**src/rtl/dck_loader.sv**
```systemverilog
// DCK cartridge stream parser: routes each 8 KB chunk to its bank's SDRAM region
// and builds the per-bank chunk presence / writability maps for the memory decoder.
module dck_loader #(
  parameter int                BANKS      = 1,
  parameter int                ADDR_W     = 23,
  parameter logic [ADDR_W-1:0] DOCK_BASE  = 23'h040000,
  parameter logic [ADDR_W-1:0] EXROM_BASE = 23'h014000,
  parameter logic [ADDR_W-1:0] HOME_BASE  = 23'h000000
) (
  input  logic                 clk_sys,
  input  logic                 reset_n,
  input  logic                 dl_active,
  input  logic                 dl_wr,
  input  logic [7:0]           dl_data,
  output logic [ADDR_W-1:0]    mem_addr,
  output logic [7:0]           mem_din,
  output logic                 mem_we,
  output logic [BANKS*8-1:0]   dock_present,
  output logic [BANKS*8-1:0]   dock_ram,
  output logic [7:0]           exrom_present,
  output logic [7:0]           exrom_ram,
  output logic                 done,
  output logic                 err
);

  localparam int MAP_W = BANKS * 8;

  typedef enum logic [1:0] {S_IDLE, S_BANK, S_DESC, S_DATA} state_t;
  typedef enum logic [1:0] {K_DOCK, K_EXROM, K_HOME} kind_t;

  state_t      state;
  kind_t       kind;
  logic        valid;
  logic        act_q;
  logic [2:0]  bank;
  logic [2:0]  idx;
  logic [2:0]  chunk;
  logic [12:0] offset;
  logic [7:0]  data_mask;

  logic             rise;
  logic             fall;
  logic [7:0]       desc_mask;
  logic [3:0]       first_chunk;
  logic [3:0]       next_chunk;
  logic [MAP_W-1:0] hit;

  // Lowest set bit of mask at or above start; result is {found, index}.
  function automatic logic [3:0] find_from(input logic [7:0] mask, input logic [3:0] start);
    logic [3:0] r;
    r = '0;
    for (int c = 7; c >= 0; c--) begin
      if (mask[c] && (4'(c) >= start)) r = {1'b1, 3'(c)};
    end
    return r;
  endfunction

  function automatic logic [ADDR_W-1:0] chunk_addr(input kind_t k, input logic [2:0] b,
                                                   input logic [2:0] ch, input logic [12:0] off);
    logic [ADDR_W-1:0] base;
    logic [2:0]        bf;
    case (k)
      K_EXROM: base = EXROM_BASE;
      K_HOME:  base = HOME_BASE;
      default: base = DOCK_BASE;
    endcase
    bf = (k == K_DOCK) ? b : 3'd0;
    return base + ADDR_W'({bf, ch, off});
  endfunction

  always_comb begin
    rise        = dl_active & ~act_q;
    fall        = ~dl_active & act_q;
    desc_mask   = data_mask | (8'(dl_data[0]) << idx);
    first_chunk = find_from(desc_mask, 4'd0);
    next_chunk  = find_from(data_mask, {1'b0, chunk} + 4'd1);
    hit         = '0;
    for (int n = 0; n < BANKS; n++) begin
      for (int c = 0; c < 8; c++) begin
        hit[8*n+c] = (bank == n[2:0]) && (idx == c[2:0]);
      end
    end
  end

  always_ff @(posedge clk_sys) begin
    if (!reset_n) begin
      state         <= S_IDLE;
      kind          <= K_DOCK;
      valid         <= 1'b0;
      // Held high so a download already in progress at reset release is not seen as a new one.
      act_q         <= 1'b1;
      bank          <= '0;
      idx           <= '0;
      chunk         <= '0;
      offset        <= '0;
      data_mask     <= '0;
      mem_addr      <= '0;
      mem_din       <= '0;
      mem_we        <= 1'b0;
      dock_present  <= '0;
      dock_ram      <= '0;
      exrom_present <= '0;
      exrom_ram     <= '0;
      done          <= 1'b0;
      err           <= 1'b0;
    end else begin
      act_q  <= dl_active;
      mem_we <= 1'b0;
      done   <= 1'b0;
      if (fall) begin
        if (state == S_BANK) done <= 1'b1;
        else if (state == S_DESC || state == S_DATA) err <= 1'b1;
        state <= S_IDLE;
      end else if (rise) begin
        dock_present  <= '0;
        dock_ram      <= '0;
        exrom_present <= '0;
        exrom_ram     <= '0;
        err           <= 1'b0;
        state         <= S_BANK;
      end else if (dl_active && dl_wr) begin
        case (state)
          S_BANK: begin
            bank      <= dl_data[2:0];
            idx       <= '0;
            data_mask <= '0;
            state     <= S_DESC;
            if (dl_data == 8'd254) begin
              kind  <= K_EXROM;
              valid <= 1'b1;
            end else if (dl_data == 8'd255) begin
              kind  <= K_HOME;
              valid <= 1'b1;
            end else begin
              kind  <= K_DOCK;
              valid <= (dl_data < 8'(BANKS));
              if (dl_data >= 8'(BANKS)) err <= 1'b1;
            end
          end
          S_DESC: begin
            data_mask <= desc_mask;
            idx       <= idx + 3'd1;
            if (valid && kind == K_DOCK) begin
              dock_present <= dock_present | (hit & {MAP_W{dl_data[0]}});
              dock_ram     <= dock_ram | (hit & {MAP_W{dl_data[1]}});
            end
            if (valid && kind == K_EXROM) begin
              exrom_present[idx] <= exrom_present[idx] | dl_data[0];
              exrom_ram[idx]     <= exrom_ram[idx] | dl_data[1];
            end
            if (idx == 3'd7) begin
              if (first_chunk[3]) begin
                chunk  <= first_chunk[2:0];
                offset <= '0;
                state  <= S_DATA;
              end else begin
                state <= S_BANK;
              end
            end
          end
          S_DATA: begin
            if (valid) begin
              mem_we   <= 1'b1;
              mem_addr <= chunk_addr(kind, bank, chunk, offset);
              mem_din  <= dl_data;
            end
            if (offset == 13'h1FFF) begin
              if (next_chunk[3]) begin
                chunk  <= next_chunk[2:0];
                offset <= '0;
              end else begin
                state <= S_BANK;
              end
            end else begin
              offset <= offset + 13'd1;
            end
          end
          default: ;
        endcase
      end
    end
  end

endmodule

```
**config.mk**
```make
export PLATFORM = sky130hd
export DESIGN_NAME = dck_loader
export DESIGN_NICKNAME = d
export VERILOG_FILES = /design/src/rtl/dck_loader.sv
export SDC_FILE = /design/constraint.sdc
export NUM_CORES = 1
export LEC_CHECK = 0
export BUFFER_PORTS_ARGS = -buffer_cell sky130_fd_sc_hd__clkbuf_2
export CORE_MARGIN = 5
export CORE_UTILIZATION = 55
export CTS_BUF_LIST = sky130_fd_sc_hd__clkbuf_8 sky130_fd_sc_hd__clkbuf_16
export CTS_CLUSTER_DIAMETER = 40
export CTS_CLUSTER_SIZE = 40
export DETAILED_ROUTE_END_ITERATION = 10
export GPL_TIMING_DRIVEN = 0
export PLACE_DENSITY = 0.87
export SLEW_MARGIN = 20
export SYNTH_ARGS = -nofsm -noshare
export SYNTH_HDL_FRONTEND = slang
export SYNTH_SLANG_ARGS = --single-unit
```
**constraint.sdc**
```tcl
create_clock -name clk_sys -period 2.6 [get_ports clk_sys]
set_input_delay 0.13 -clock clk_sys [delete_from_list [all_inputs] [get_ports clk_sys]]
set_output_delay 0.13 -clock clk_sys [all_outputs]
set_load 0.02 [all_outputs]
```
-- Yosys cells after proc, flatten, opt, wreduce, memory -nomap -nowiden
Cells that the tools add are included.
- add/subtract/negate cells: 4
- magnitude comparators: 12
- eq/ne operators: 28
- shift operators: 1
- mux-type cells: 82
- bitwise operators: 16
- reduce and logical (&&, ||, !) cells: 49
- operators with widths (operator ; number):
    $mux 23 ; 6
    $mux 8 ; 16
    $mux 4 ; 16
    $mux 13 ; 4
    $pmux 19 s2 ; 1
    $pmux 13 s2 ; 1
    $or 8x8->8 ; 3
    $add 23x19->23 ; 1
    $logic_and 1x1->1 ; 20
    $mux 1 ; 18
    $and 8x8->8 ; 2
    $bwmux 8 ; 2
    $eq 8x8->1 const B ; 2
    $ge 3x4->1 const A ; 4
    $pmux 8 s2 ; 1
    $reduce_and 4->1 ; 4
    $mux 3 ; 5
    $reduce_and 5->1 ; 3
    $reduce_and 7->1 ; 2
    $add 13x1->13 const B ; 1
    $eq 13x13->1 const B ; 1
    $eq 3x3->1 const B ; 4
    $mux 2 ; 6
    $ne 3x3->1 const B ; 4
    34 further kinds ; 65
- bits in registers: 102
- bits of input ports: 12
- output and inout port bits: 66
- word-level logic and storage cells: 211

-- Longest topological paths before layout
- depth after elaboration: 16
- mapped depth: 9
- depth with buffers taken out: 8

-- Worst setup path before layout
Ideal clock, no wire load.
- path type: reg2reg
- start: reg chunk[1]
- end: reg offset[2]
- library setup time: 0.078 ns
- arrival time: 1.922 ns
- required time: 2.522 ns
- path slack: 0.601 ns
- stages on the path, launching flop included: 9
- buffers on the path: 0
- period minus slack after synthesis: 1.999 ns
- cell sequence: dfxtp_1 -> inv_1 -> ha_1 -> nand2b_1 -> o311ai_2 -> nand3_2 -> o311ai_4 -> nor2_1 -> nor3_1
- longest elaborated chain between the ends: 13
- elaborated cells on any way between the ends: 27
- those cells by class: add/sub (1); order compare (8); eq/ne (1); mux (8); reduce/logical (9)
- ends and longest elaborated chain (item ; line ; text):
    start, declared ; 37 ; logic [2:0] chunk;
    start signal, assigned ; 153 ; chunk <= first_chunk[2:0];
    start signal, assigned ; 169 ; chunk <= next_chunk[2:0];
    $add 3x1->4 (*) ; 76 ; next_chunk = find_from(data_mask, {1'b0, chunk} + 4'd1);
    $ge 3x4->1 ; 53 ; if (mask[c] && (4'(c) >= start)) r = {1'b1, 3'(c)};
    $logic_and 1x1->1 ; 53 ;
    $mux 4 (7 in series) ; 53 ;
    $mux 4 (*) ; 53 ;
    $ne 3x3->1 (no source line) (*) ; - ;
    $reduce_and 7->1 (no source line) (*) ; - ;
    end signal, assigned ; 175 ; offset <= offset + 13'd1;
    end, declared ; 38 ; logic [12:0] offset;
Every way passes the cells marked *; elsewhere a longest branch is shown, timed or not.
A chain may end at the register's enable or synchronous reset.

-- Final worst setup path
- start: reg act_q
- end: reg exrom_ram[3]
- longest elaborated chain between the ends: 4
- elaborated cells on any way between the ends: 9
- those cells by class: mux (1); bitwise (4); reduce/logical (4)
- ends and longest elaborated chain (item ; line ; text):
    start, declared ; 34 ; logic act_q;
    start signal, assigned ; 107 ; act_q <= dl_active;
    $not 1->1 ; 72 ; rise = dl_active & ~act_q;
    $and 1x1->1 ; 72 ;
    $reduce_bool 2->1 (no source line) ; - ;
    $reduce_and 4->1 (no source line) ; - ;
    end signal, assigned by index ; 149 ; exrom_ram[idx] <= exrom_ram[idx] | dl_data[1];
    end, declared ; 21 ; output logic [7:0] exrom_ram,
Several ways; a longest one is shown, not always the timed one.

==> key figures <==
Placed design
  – Place WS: 0.254 ns
  – Dpl cell area: 5410 sq um
  – Port Buffers: 73
  – Post-DP HPWL: ~10000 um
  – GP Congestion: about 0.89
  – Cells after DPL: ~800

Floorplanning
  – Floorplan core area: 8720 sq um
  – IO Count: 78
  – Die area: 10900 sq um
  – Row count: 34
  – Initial Util: a little under three fifths
  – Die Wd: around 100 um
  – Die Y: 104 um

Synthesis
  – Yosys reg bits: 99
  – Post-Syn Area per Cell: 8.00 sq um
  – Register area share after synthesis: approximately two fifths
  – Synth cell types: 66
  – Post-Syn Area: between 4000 and 5000 sq um
  – Top FF cell, synth: dfxtp_1
  – Synth Instances: 613
  – Yosys top cell by area: dfxtp_1
  – Post-synth top area share: 40.4%
  – Post-synth EDFFs: 0
  – Top cells by area, synth: dfxtp_1, nand2_1, a21oi_1
  – Ys Warns: 0
  – Asr flop ratio synth: 0%

CTS
  – Clk_lat worst skew: 0.38 ns
  – Hold Buf Count CTS: 2
  – Clock transition at path regs: roughly 0.10 ns
  – CTS Root Cell: clkbuf_8
  – TritonCTS Buffers: 9
  – Clock Tree Buf Depth: 2
  – Post-CTS Setup Bufs: 0
  – TritonCTS clock tree: built
  – Post-cts repair resize count: 0
  – CTS Sinks: 99
  – H-tree depth: 3

STA
  – Least-Margin Pin Slew: 0.749 ns
  – Final setup fails: 0
  – RSZ-0062 raised after global routing: false
  – Final count of hold timing violations: 0
  – Worst slew margin: about half
  – Final setup TNS: 0 ns
  – Fmax: 420 MHz
  – Final setup margin: 0.217 ns
  – Max-slew violations: 0
  – Crit path time final: 2.38 ns
  – Worst clock skew: 0.0169 ns
  – Fin crit share: 91.7%

Min path
  – Hold Path Class: in2reg

Pwr
  – Seq pwr share: 55.4%
  – Worst VDD drop: ~0.00034 V
  – Psw: 0.651 mW
  – Comb pwr share: roughly 4.6%
  – Leakage: ~2.2 nW
  – PwrDens: ~490 nW/um^2
  – P_int: 2.09 mW
  – Clk pwr share: 40.0%
  – Sw Share: 23.7%

Critical path
  – CP Max Fanout: 10
  – CP peak stage delay: 0.67 ns
  – Buf/Inv on CP: 2
  – Crit Path Class: reg2reg
  – CP max-delay cell: nor3_1
  – Arr. time, crit path: 2.67 ns
  – Worst endpoint required time: 2.89 ns
  – Crit-path cells: inv_1 -> ha_1 -> clkbuf_1 -> nor3_1 -> nand3_1 -> o31ai_1
  – CP Launch Type: flip-flop
  – Crit-path leading delay family: simple AND/OR/NAND/NOR gates
  – Crit path capture type: flip-flop

Global route
  – Number of global-route vias before repair: roughly 4800
  – First-pass GRT wire length: 22900 um
  – Initial antenna violation count: 0
  – GRT Total Usage: 25.2%
  – Largest net degree at the start of global routing: 17
  – GR Overflow Total: 0

Detailed routing
  – DRC Markers: 0
  – Routed met3 length: 958 um
  – DR pass1 iterations: 5
  – Wire length on met1: 5760 um
  – Met2 Routed Length: 6750 um
  – Drt via density: slightly above 6
  – Top sig layer: met4
  – DR iter-0 viols: between 400 and 500
  – Routed length per placed instance: 17.2 um
  – Via count: 4983
  – DRT antenna net count: 0
  – WL final: about 14000 um

Run status
  – Status: finished, final reports clean

Flow run
  – Max Cap Viol: 0

Finish
  – Layout Nets: 737
  – Fin util: 64.8%
  – Fillcell total: 751
  – Register Area: between 1500 and 2000 sq um
  – Layout Cells excl Fill: 813
  – Most common library cell in the layout ignoring fill and taps: dfxtp_1
  – Final Cell Area: roughly 5700 sq um
  – Ant. Diodes: 0
  – Share of cells above drive strength 1: 16.7%
  – Synth-to-layout area growth: 15.3%
  – Most frequent cells in the layout: dfxtp_1, nand2_1, clkbuf_2, a21oi_1, nor2_1
  – Area taken by multi-input logic gates: 2700 sq um
## flip-flops by register name, summed over array words and instances (netlist names)
signal / flops
kind: 2
exrom_ram: 8
done: 1
offset: 13
mem_addr: 20
dock_present: 8
idx: 3
data_mask: 8
state: 2
valid: 1
exrom_present: 8
err: 1
dock_ram: 8
act_q: 1
mem_we: 1
mem_din: 8
bank: 3
chunk: 3
## layout make-up
class                   count  area share [%]
plain buffers              35            2.95
clock buffers               9            2.19
inverters                  18            1.20
flip-flops and latches     99            35.1
well taps                 108            2.39
clock inverters             6            1.62
repair buffers             75            6.82
multi-input cells         463            47.8
## tightest hold or removal path: stages
cell,delay (ns)
clkbuf_2,0.10
nand2_1,0.06
a21oi_1,0.05
## cell families (layout without fill, tap and decap cells)
family | after synthesis | after routing | share of synthesized area (%)
flops | 99 | 99 | 40.4
fa+ha+maj | 24 | 24 | 6.13
other cells | 1 | 3 | 0.0765
buf+inv | 53 | 143 | 4.77
xor+xnor | 5 | 5 | 0.894
simple gates | 254 | 254 | 24.1
mux | 6 | 6 | 1.23
compound gates | 171 | 171 | 22.4
## synth_stat cells, drive strengths merged, types with 5 or more instances
cell type  number
dfxtp          99
nand2          92
a21oi          62
nor2           61
nand3          35
o21ai          32
a31oi          30
ha             24
clkbuf         20
inv            16
buf            15
nor3           15
and3           12
a211oi          7
nand4           7
and2            6
mux2i           6
nor4            5
## metrics by stage
step	hold slack (ns)	total power [mW]
2_1_floorplan	0.230	1.63
3_3_place_gp	0.383	1.67
3_5_place_dp	0.398	1.67
4_1_cts	0.00156	2.74
5_1_grt	0.0238	2.82
6_report	0.00695	2.75
## per-layer routing
layer | global-route usage [%] | up-vias
met2 | 42.7 | 234
met3 | 4.66 | 53
met1 | 31.1 | 2336
li1 | - | 2360
met4 | 10.7 | 0
met5 | 0 | -
## power by group through the flow
stage | Combinational [mW] | Clock (mW) | Sequential [mW]
after detailed placement | 0.117 | 0 | 1.56
after global placement | 0.115 | 0 | 1.56
final | 0.126 | 1.10 | 1.52
after floorplan | 0.0698 | 0 | 1.56
after CTS | 0.121 | 1.10 | 1.52
after global routing | 0.134 | 1.17 | 1.52
## worst paths after layout
kind                            depth (start not counted)         from           end  slack [ns]
worst min register to register                          2  mem_addr[7]   mem_addr[7]        0.46
worst max register to register                          6        act_q  exrom_ram[3]        0.22
worst min-delay path                                    3   dl_data[4]    mem_din[4]       0.007
worst max-delay path                                    6        act_q  exrom_ram[3]        0.22
(Power assumes the default switching activity.)
